[config.mk]
export PLATFORM = sky130hd
export DESIGN_NAME = baud_cfg_ctrl
export DESIGN_NICKNAME = d
export VERILOG_FILES = /design/src/rtl/baud_cfg_ctrl.sv
export SDC_FILE = /design/constraint.sdc
export NUM_CORES = 1
export LEC_CHECK = 0
export BUFFER_PORTS_ARGS = -buffer_cell sky130_fd_sc_hd__clkbuf_2
export CAP_MARGIN = 25
export CELL_PAD_IN_SITES_DETAIL_PLACEMENT = 1
export CELL_PAD_IN_SITES_GLOBAL_PLACEMENT = 2
export CORE_MARGIN = 3
export CORE_UTILIZATION = 32
export DETAILED_ROUTE_END_ITERATION = 8
export PLACE_DENSITY = 0.78
export SYNTH_ARGS = -nofsm -noshare
export SYNTH_HDL_FRONTEND = slang
export SYNTH_SLANG_ARGS = --single-unit
[constraint.sdc]
create_clock -name clk -period 2.25 [get_ports clk]
set_input_delay 0.225 -clock clk [delete_from_list [all_inputs] [get_ports clk]]
set_output_delay 0.225 -clock clk [all_outputs]
set_load 0.005 [all_outputs]
[src/rtl/baud_cfg_ctrl.sv]
// baud_cfg_ctrl: configuration sequencer for the mini SPART baud generator.
// It accepts a 16-bit divisor over valid/ready and writes it to the generator
// as two bytes: first the low byte, then the high byte.
// It then counts brg_en pulses to declare lock.
// A watchdog raises timeout_err if pulses never start, or if they stop later.
module baud_cfg_ctrl #(
    parameter int LOCK_PULSES = 4,
    parameter int TIMEOUT     = 4096
) (
    input  logic        clk,
    input  logic        rst,
    input  logic        req_valid,
    output logic        req_ready,
    input  logic [15:0] req_div,
    output logic        brg_sel_low,
    output logic        brg_sel_high,
    output logic [7:0]  brg_data,
    input  logic        brg_en,
    output logic        locked,
    output logic        timeout_err,
    output logic [15:0] cur_div
);

    localparam logic [7:0]  LP_LOCK = 8'(LOCK_PULSES);
    localparam logic [15:0] LP_TO   = 16'(TIMEOUT);

    typedef enum logic [2:0] {
        ST_IDLE   = 3'd0,
        ST_WR_LO  = 3'd1,
        ST_WR_HI  = 3'd2,
        ST_SETTLE = 3'd3,
        ST_LOCKED = 3'd4,
        ST_ERR    = 3'd5
    } state_t;

    state_t      r_state;
    state_t      w_next_state;
    logic [7:0]  r_pulse_cnt;
    logic [7:0]  w_pulse_cnt_next;
    logic [15:0] r_wdog;
    logic [15:0] w_wdog_next;
    logic [15:0] r_cur_div;
    logic [15:0] w_cur_div_next;
    logic [7:0]  w_data_next;
    logic        r_sel_low;
    logic        r_sel_high;
    logic [7:0]  r_data;
    logic        r_locked;
    logic        r_err;
    logic        w_ready_state;
    logic        w_accept;
    logic [8:0]  w_pulse_inc;
    logic [16:0] w_wdog_inc;

    assign w_ready_state = (r_state == ST_IDLE) || (r_state == ST_LOCKED) || (r_state == ST_ERR);
    assign req_ready     = w_ready_state & rst;
    assign w_accept      = req_valid & req_ready;
    assign w_pulse_inc   = {1'b0, r_pulse_cnt} + 9'd1;
    assign w_wdog_inc    = {1'b0, r_wdog} + 17'd1;

    assign brg_sel_low  = r_sel_low;
    assign brg_sel_high = r_sel_high;
    assign brg_data     = r_data;
    assign locked       = r_locked;
    assign timeout_err  = r_err;
    assign cur_div      = r_cur_div;

    // Next-state, counter and divisor-latch logic; a pulse beats a same-cycle watchdog expiry.
    always_comb begin
        w_next_state     = r_state;
        w_pulse_cnt_next = r_pulse_cnt;
        w_wdog_next      = r_wdog;
        w_cur_div_next   = r_cur_div;
        if (w_accept) begin
            w_cur_div_next   = req_div;
            w_pulse_cnt_next = 8'd0;
            w_wdog_next      = 16'd0;
            if (req_div == 16'd0) begin
                w_next_state = ST_ERR;
            end else begin
                w_next_state = ST_WR_LO;
            end
        end else begin
            case (r_state)
                ST_IDLE: begin
                    w_next_state = ST_IDLE;
                end
                ST_WR_LO: begin
                    w_next_state = ST_WR_HI;
                end
                ST_WR_HI: begin
                    w_next_state = ST_SETTLE;
                end
                ST_SETTLE: begin
                    if (brg_en) begin
                        w_wdog_next = 16'd0;
                        if (w_pulse_inc >= {1'b0, LP_LOCK}) begin
                            w_pulse_cnt_next = LP_LOCK;
                            w_next_state     = ST_LOCKED;
                        end else begin
                            w_pulse_cnt_next = w_pulse_inc[7:0];
                        end
                    end else if (w_wdog_inc >= {1'b0, LP_TO}) begin
                        w_wdog_next  = LP_TO;
                        w_next_state = ST_ERR;
                    end else begin
                        w_wdog_next = w_wdog_inc[15:0];
                    end
                end
                ST_LOCKED: begin
                    if (brg_en) begin
                        w_wdog_next = 16'd0;
                    end else if (w_wdog_inc >= {1'b0, LP_TO}) begin
                        w_wdog_next  = LP_TO;
                        w_next_state = ST_ERR;
                    end else begin
                        w_wdog_next = w_wdog_inc[15:0];
                    end
                end
                ST_ERR: begin
                    w_next_state = ST_ERR;
                end
                default: begin
                    w_next_state = ST_IDLE;
                end
            endcase
        end
    end

    // Byte presented to the generator in the cycle that follows.
    always_comb begin
        w_data_next = 8'h00;
        case (w_next_state)
            ST_WR_LO: w_data_next = w_cur_div_next[7:0];
            ST_WR_HI: w_data_next = w_cur_div_next[15:8];
            default:  w_data_next = 8'h00;
        endcase
    end

    // State, counters and registered outputs with synchronous active-low reset.
    always_ff @(posedge clk) begin
        if (!rst) begin
            r_state     <= ST_IDLE;
            r_pulse_cnt <= 8'd0;
            r_wdog      <= 16'd0;
            r_cur_div   <= 16'd0;
            r_sel_low   <= 1'b0;
            r_sel_high  <= 1'b0;
            r_data      <= 8'h00;
            r_locked    <= 1'b0;
            r_err       <= 1'b0;
        end else begin
            r_state     <= w_next_state;
            r_pulse_cnt <= w_pulse_cnt_next;
            r_wdog      <= w_wdog_next;
            r_cur_div   <= w_cur_div_next;
            r_sel_low   <= (w_next_state == ST_WR_LO);
            r_sel_high  <= (w_next_state == ST_WR_HI);
            r_data      <= w_data_next;
            r_locked    <= (w_next_state == ST_LOCKED);
            r_err       <= (w_next_state == ST_ERR);
        end
    end

endmodule

==> results.cfg, run 1 <==
[timing]
min_period_ns = 2.06
fin_setup_tns_ns = 0
final_max_slew_viol_count = 0
finalHoldViolations = 0
finClkSkew_ns = 0.0185
rsz0062_at_grt = no
holdWs_ns = 0.115
maxSlewHeadroom_pct = 65.8
setup_viol = 0
fin_crit_sh_pct = 91.4
tightest_slew_ns = 0.509
fmax_mhz = 486

[grt]
grt_antenna_before_repair = 0
grt.total_usage_pct = 17.4
first_global_vias = 2468
grt_max_degree = 20
grt_pass1_wl_um = 12400
grt_overflow = 0

[flow_run]
drv_cap = 0

[routing]
dr.first_iter.drc_count = 119
routed_via_density = 5.23
ant_nets = 0
detail_route.wirelength_um = 7520
drc_errors = 0
num_vias = 2416
post_drt_wl_per_cell_um = 16.3
drt_pass1_iterations = 4

[logic_synthesis]
async_flop_share_pct = 0
ys_ff_latch = 55
syn_area_sq_um = 2580
synth_area_leaders = dfxtp_1 43%, nand2_1 6.1%, nand3_1 3.9%, nand4_1 3.6%, and3_1 3.4%
syn-mean-instance-area_sq_um = 8.66
synth-main-ff-cell = dfxtp_1
synth_edf_count = 0
synthDistinctLibCells = 51
yosysSeqAreaShare_pct = 42.7
yosysTopAreaCellShare_pct = 42.7
yosys_warnings = 0
syn-num-nets = 323
netlist_instances = 298
synth_common_cells = 55 x dfxtp_1, 42 x nand2_1, 20 x nand3_1, 18 x nor2_1, 17 x a21oi_1
synth.largest_area_cell = dfxtp_1
synth_most_common_cell = dfxtp_1

[floorplan]
dieHeight_um = 95.8
die_x_um = 95.8
row_count = 32
coreArea_sq_um = 7770
pin_count = 49
dieArea_sq_um = 9180
start_util_pct = 33.2

[clocking]
cts_hold_buffers = 0
cts.sink_count = 55
h-tree-depth = 2
clk_pin_slew_ns = 0.12
root_buffer = clkbuf_8
clk_latency_ns = 0.33
clockBufferDepth = 2
tritoncts = yes
numCtsBuffers = 5

[layout]
syn2layout_area_growth_pct = 22.1
final_util_pct = 40.6
antenna_cells = 0
num-nets-final = 384
drive_above_1_share_pct = 26.4

[critical_path]
r2r_slack_ns = 0.19
worstPathArrival_ns = 2.29
crit_path_start_kind = flip-flop
rr_worst_depth = 7
r2r_start = r_state[2]
worstSetupEndpointType = flip-flop
worst-setup-path-type = reg2reg
rr_endpoint = r_wdog[2]
path_max_fanout = 13
required_ns = 2.49

[power]
power_frac_comb_pct = 11.9
seqPwrFrac_pct = 55.4
power.clock.fraction_pct = 32.7
vdd.ir_drop.worst_uv = 277
swShare_pct = 28.2
p_per_area_nw_per_um2 = 583
p_switching_mw = 0.519
p_leak_nw = 1.35
p_int_mw = 1.32

[placement]
hpwl_um = 5720
io_buffers = 48
gp_congestion = 0.759

[outcome]
status = finished, final reports clean

[worst_hold_path]
worst_hold_startpoint = req_div[12]
hold_path_class = in2reg
whs_path_depth = 3
hold_end = cur_div[12]
worst max-delay path, cell delays in order (launching register included):
cell and delay (ns):
dfxtp_1 0.38, buf_4 0.16, nor2b_1 0.33, a22oi_1 0.18
buf_4 0.22, nor4_4 0.40, nand3b_1 0.14, a21oi_1 0.17
state kept, by name (all words and copies together) (netlist names):
name	flops
brg_data	8
brg_sel_high	1
brg_sel_low	1
cur_div	16
locked	1
r_pulse_cnt	8
r_state	3
r_wdog	16
timeout_err	1
how the worst max path moves through the flow:
| stage | from | end | slack, ns |
|---|---|---|---|
| floorplan | r_wdog[3] | brg_data[7] | 0.24 |
| global placement | r_state[2] | r_wdog[2] | 0.15 |
| detailed placement | r_state[2] | r_wdog[2] | 0.11 |
| CTS | r_state[2] | r_wdog[2] | 0.07 |
| global route | r_wdog[4] | timeout_err | 0.01 |
| finish | r_state[2] | r_wdog[2] | 0.19 |
final cells by class:
cell class	instances	area (sq um)
fillers	955	4620
multi-input cells	226	1420
flip-flops and latches	55	1110
repair buffers	68	394
well taps	102	128
clock buffers	5	68.8
clock inverters	3	26.3
inverters	3	11.3
placed cells by master (no fill, tap or decap), types with 5 or more instances in the layout:
cell | netlist | routed
a21oi_1 | 17 | 17
and3_1 | 14 | 14
buf_4 | 1 | 19
clkbuf_2 | 0 | 48
clkbuf_8 | 0 | 5
dfxtp_1 | 55 | 51
ha_1 | 5 | 5
nand2_1 | 42 | 42
nand3_1 | 20 | 20
nand4_1 | 15 | 15
nor2_1 | 18 | 18
nor3_1 | 8 | 8
nor4_1 | 10 | 10
o21ai_0 | 13 | 13
o31ai_1 | 7 | 7
xor2_1 | 6 | 6
metrics by stage:
stage | setup slack [ns] | instance area [sq um] | std cells | total power, mW
after detailed placement | 0.114 | 3030 | 454 | 1.26
final | 0.193 | 3150 | 462 | 1.84
after global routing | 0.0104 | 3150 | 462 | 1.92
after global placement | 0.148 | 3030 | 454 | 1.26
after floorplan | 0.238 | 2580 | 298 | 1.15
after CTS | 0.0653 | 3130 | 462 | 1.86
power groups by stage:
stage	clock [mW]	sequential [mW]	combinational, mW
after floorplan	0	1.04	0.106
after global placement	0	1.04	0.218
after detailed placement	0	1.04	0.219
after CTS	0.619	1.02	0.220
after global routing	0.649	1.02	0.246
final	0.600	1.02	0.219
layer usage:
layer  global-route usage (%)  share of wire (%)  vias up
li1                         -                  -     1216
met1                     24.1                 50     1160
met2                     28.0                 46       34
met3                     3.60                2.7        6
met4                     3.55                1.0        0
met5                        0                  0        -
kinds of logic after synthesis:
kind of cell | after synthesis | share of synthesized area (%)
xor+xnor | 9 | 3.05
buf+inv | 17 | 3.05
simple gates | 150 | 32.0
fa+ha+maj | 5 | 2.42
flops | 55 | 42.7
compound gates | 58 | 14.6
mux | 4 | 2.18
repair_timing:
item	4_1_cts	5_1_grt
setup buffers	0	0
endpoints found under the setup margin	0	15
resized for setup	0	8
No activity file was read; power rests on OpenSTA's default activity.
==> inputs of run 2 (changes only) <==
- RECOVER_POWER: unset -> 100
==> results.cfg, run 2 (synthesized netlist as in run 1, its figures left out) <==
[timing]
tightest_slew_ns = 0.529
fmax_mhz = 487
holdWs_ns = 0.117
rsz0062_at_grt = no
min_period_ns = 2.05
fin_crit_sh_pct = 91.2
final_max_slew_viol_count = 0
finalHoldViolations = 0
maxSlewHeadroom_pct = 64.4
finClkSkew_ns = 0.0176
fin_ws_ns = 0.198
fin_setup_tns_ns = 0
setup_viol = 0

[clocking]
root_buffer = clkbuf_8
numCtsBuffers = 5
clk_latency_ns = 0.33
postCtsSetupRepairBufs = 0
cts.sink_count = 55
clockBufferDepth = 2
tritoncts = yes
clk_pin_slew_ns = 0.12
h-tree-depth = 2

[power]
p_total_mw = 1.83
p_leak_nw = 1.29
p_per_area_nw_per_um2 = 589
vdd.ir_drop.worst_uv = 275

[grt]
grt.total_usage_pct = 17.4
first_global_vias = 2468
grt_pass1_wl_um = 12400
grt_max_degree = 20
grt_overflow = 0
grt_antenna_before_repair = 0

[floorplan]
dieHeight_um = 95.8
start_util_pct = 33.2
row_count = 32
die_x_um = 95.8
pin_count = 49
coreArea_sq_um = 7770
dieArea_sq_um = 9180

[routing]
ant_nets = 0
num_vias = 2424
post_drt_wl_per_cell_um = 16.3
drc_errors = 0
drt_pass1_iterations = 4
dr.first_iter.drc_count = 118
detail_route.wirelength_um = 7520
routed_via_density = 5.25

[layout]
fillerInstances = 965
syn2layout_area_growth_pct = 20.3
drive_above_1_share_pct = 20.8
antenna_cells = 0
layout_common_cells = 51 x dfxtp_1, 42 x nand2_1, 35 x clkbuf_2
num-nets-final = 384
final_common_cell = dfxtp_1

[placement]
gp_congestion = 0.759
hpwl_um = 5720
dp_slack_ns = 0.114
io_buffers = 48

[worst_hold_path]
whs_path_depth = 3
hold_path_class = in2reg

[critical_path]
slowest_delay_ns = 0.40
worstSetupEndpointType = flip-flop
worstPathArrival_ns = 2.29
crit_path_start = r_state[2]
rr_endpoint = r_wdog[2]
crit_path_start_kind = flip-flop
slowest_stage = nor4_4
required_ns = 2.49
r2r_start = r_state[2]
endpoint = r_wdog[2]
rr_worst_depth = 7
path_max_fanout = 13
r2r_slack_ns = 0.20
worst-setup-path-type = reg2reg
worstPathCellList = clkbuf_1, nor2b_1, a22oi_1, buf_4, nor4_4, nand3b_1, a21oi_1

[flow_run]
drv_cap = 0

[outcome]
status = finished, final reports clean
==> run 2: cell count changes in the layout (fill, tap and decap cells not counted), sizes merged <==
cell and delta:
buf -3, clkbuf +3
==> run 2: area by class of cell <==
| cell class | instances | area, sq um | area share (%) |
|---|---|---|---|
| Sequential cell | 55 | 1110 | 35.6 |
| Tap cell | 102 | 128 | 4.11 |
| Clock inverter | 3 | 26.3 | 0.846 |
| Timing Repair Buffer | 68 | 363 | 11.7 |
| Inverter | 3 | 11.3 | 0.363 |
| Multi-Input combinational cell | 226 | 1400 | 45.1 |
| Clock buffer | 5 | 68.8 | 2.22 |
==> run 2: worst min-delay path by stage <==
stage,startpoint,endpoint
5_1_grt,req_div[12],cur_div[12]
3_5_place_dp,req_div[12],cur_div[12]
6_report,req_div[12],cur_div[12]
2_1_floorplan,req_div[5],cur_div[5]
3_3_place_gp,req_div[10],cur_div[10]
4_1_cts,req_div[12],cur_div[12]
==> run 2: stage by stage <==
| step | area (sq um) | instances | util, % |
|---|---|---|---|
| after floorplan | 2580 | 298 | - |
| after global placement | 3030 | 454 | 39.0 |
| after detailed placement | 3030 | 454 | 39.0 |
| after CTS | 3130 | 462 | 40.3 |
| after global routing | 3100 | 462 | 40.0 |
| final | 3100 | 462 | 40.0 |
==> run 2: critical path, delay by kind of cell (launching register included) <==
family	cells	cell delay, ns
buffers and inverters	2	0.36
AOI/OAI and AO/OA	2	0.35
and+or+nand+nor	3	0.88
DFF	1	0.38
==> run 2: timing repair <==
action | CTS | global route
hold buffers | 0 | 0
setup endpoints to repair | 0 | 15
resized for setup | 0 | 8
==> run 2: where the power goes <==
group / internal, mW / switching [mW] / leakage (nW) / total (mW)
Sequential: 1.00 / 0.0150 / 0.448 / 1.02
Combinational: 0.0779 / 0.133 / 0.791 / 0.211
Clock: 0.230 / 0.368 / 0.0491 / 0.599
Total: 1.31 / 0.516 / 1.29 / 1.83
==> run 2: metal layers <==
metal | track usage (%) | vias up | share of wire, %
li1 | - | 1216 | -
met1 | 24.1 | 1167 | 50
met2 | 28.0 | 33 | 46
met3 | 3.60 | 8 | 2.7
met4 | 3.55 | 0 | 1.1
met5 | 0 | - | 0
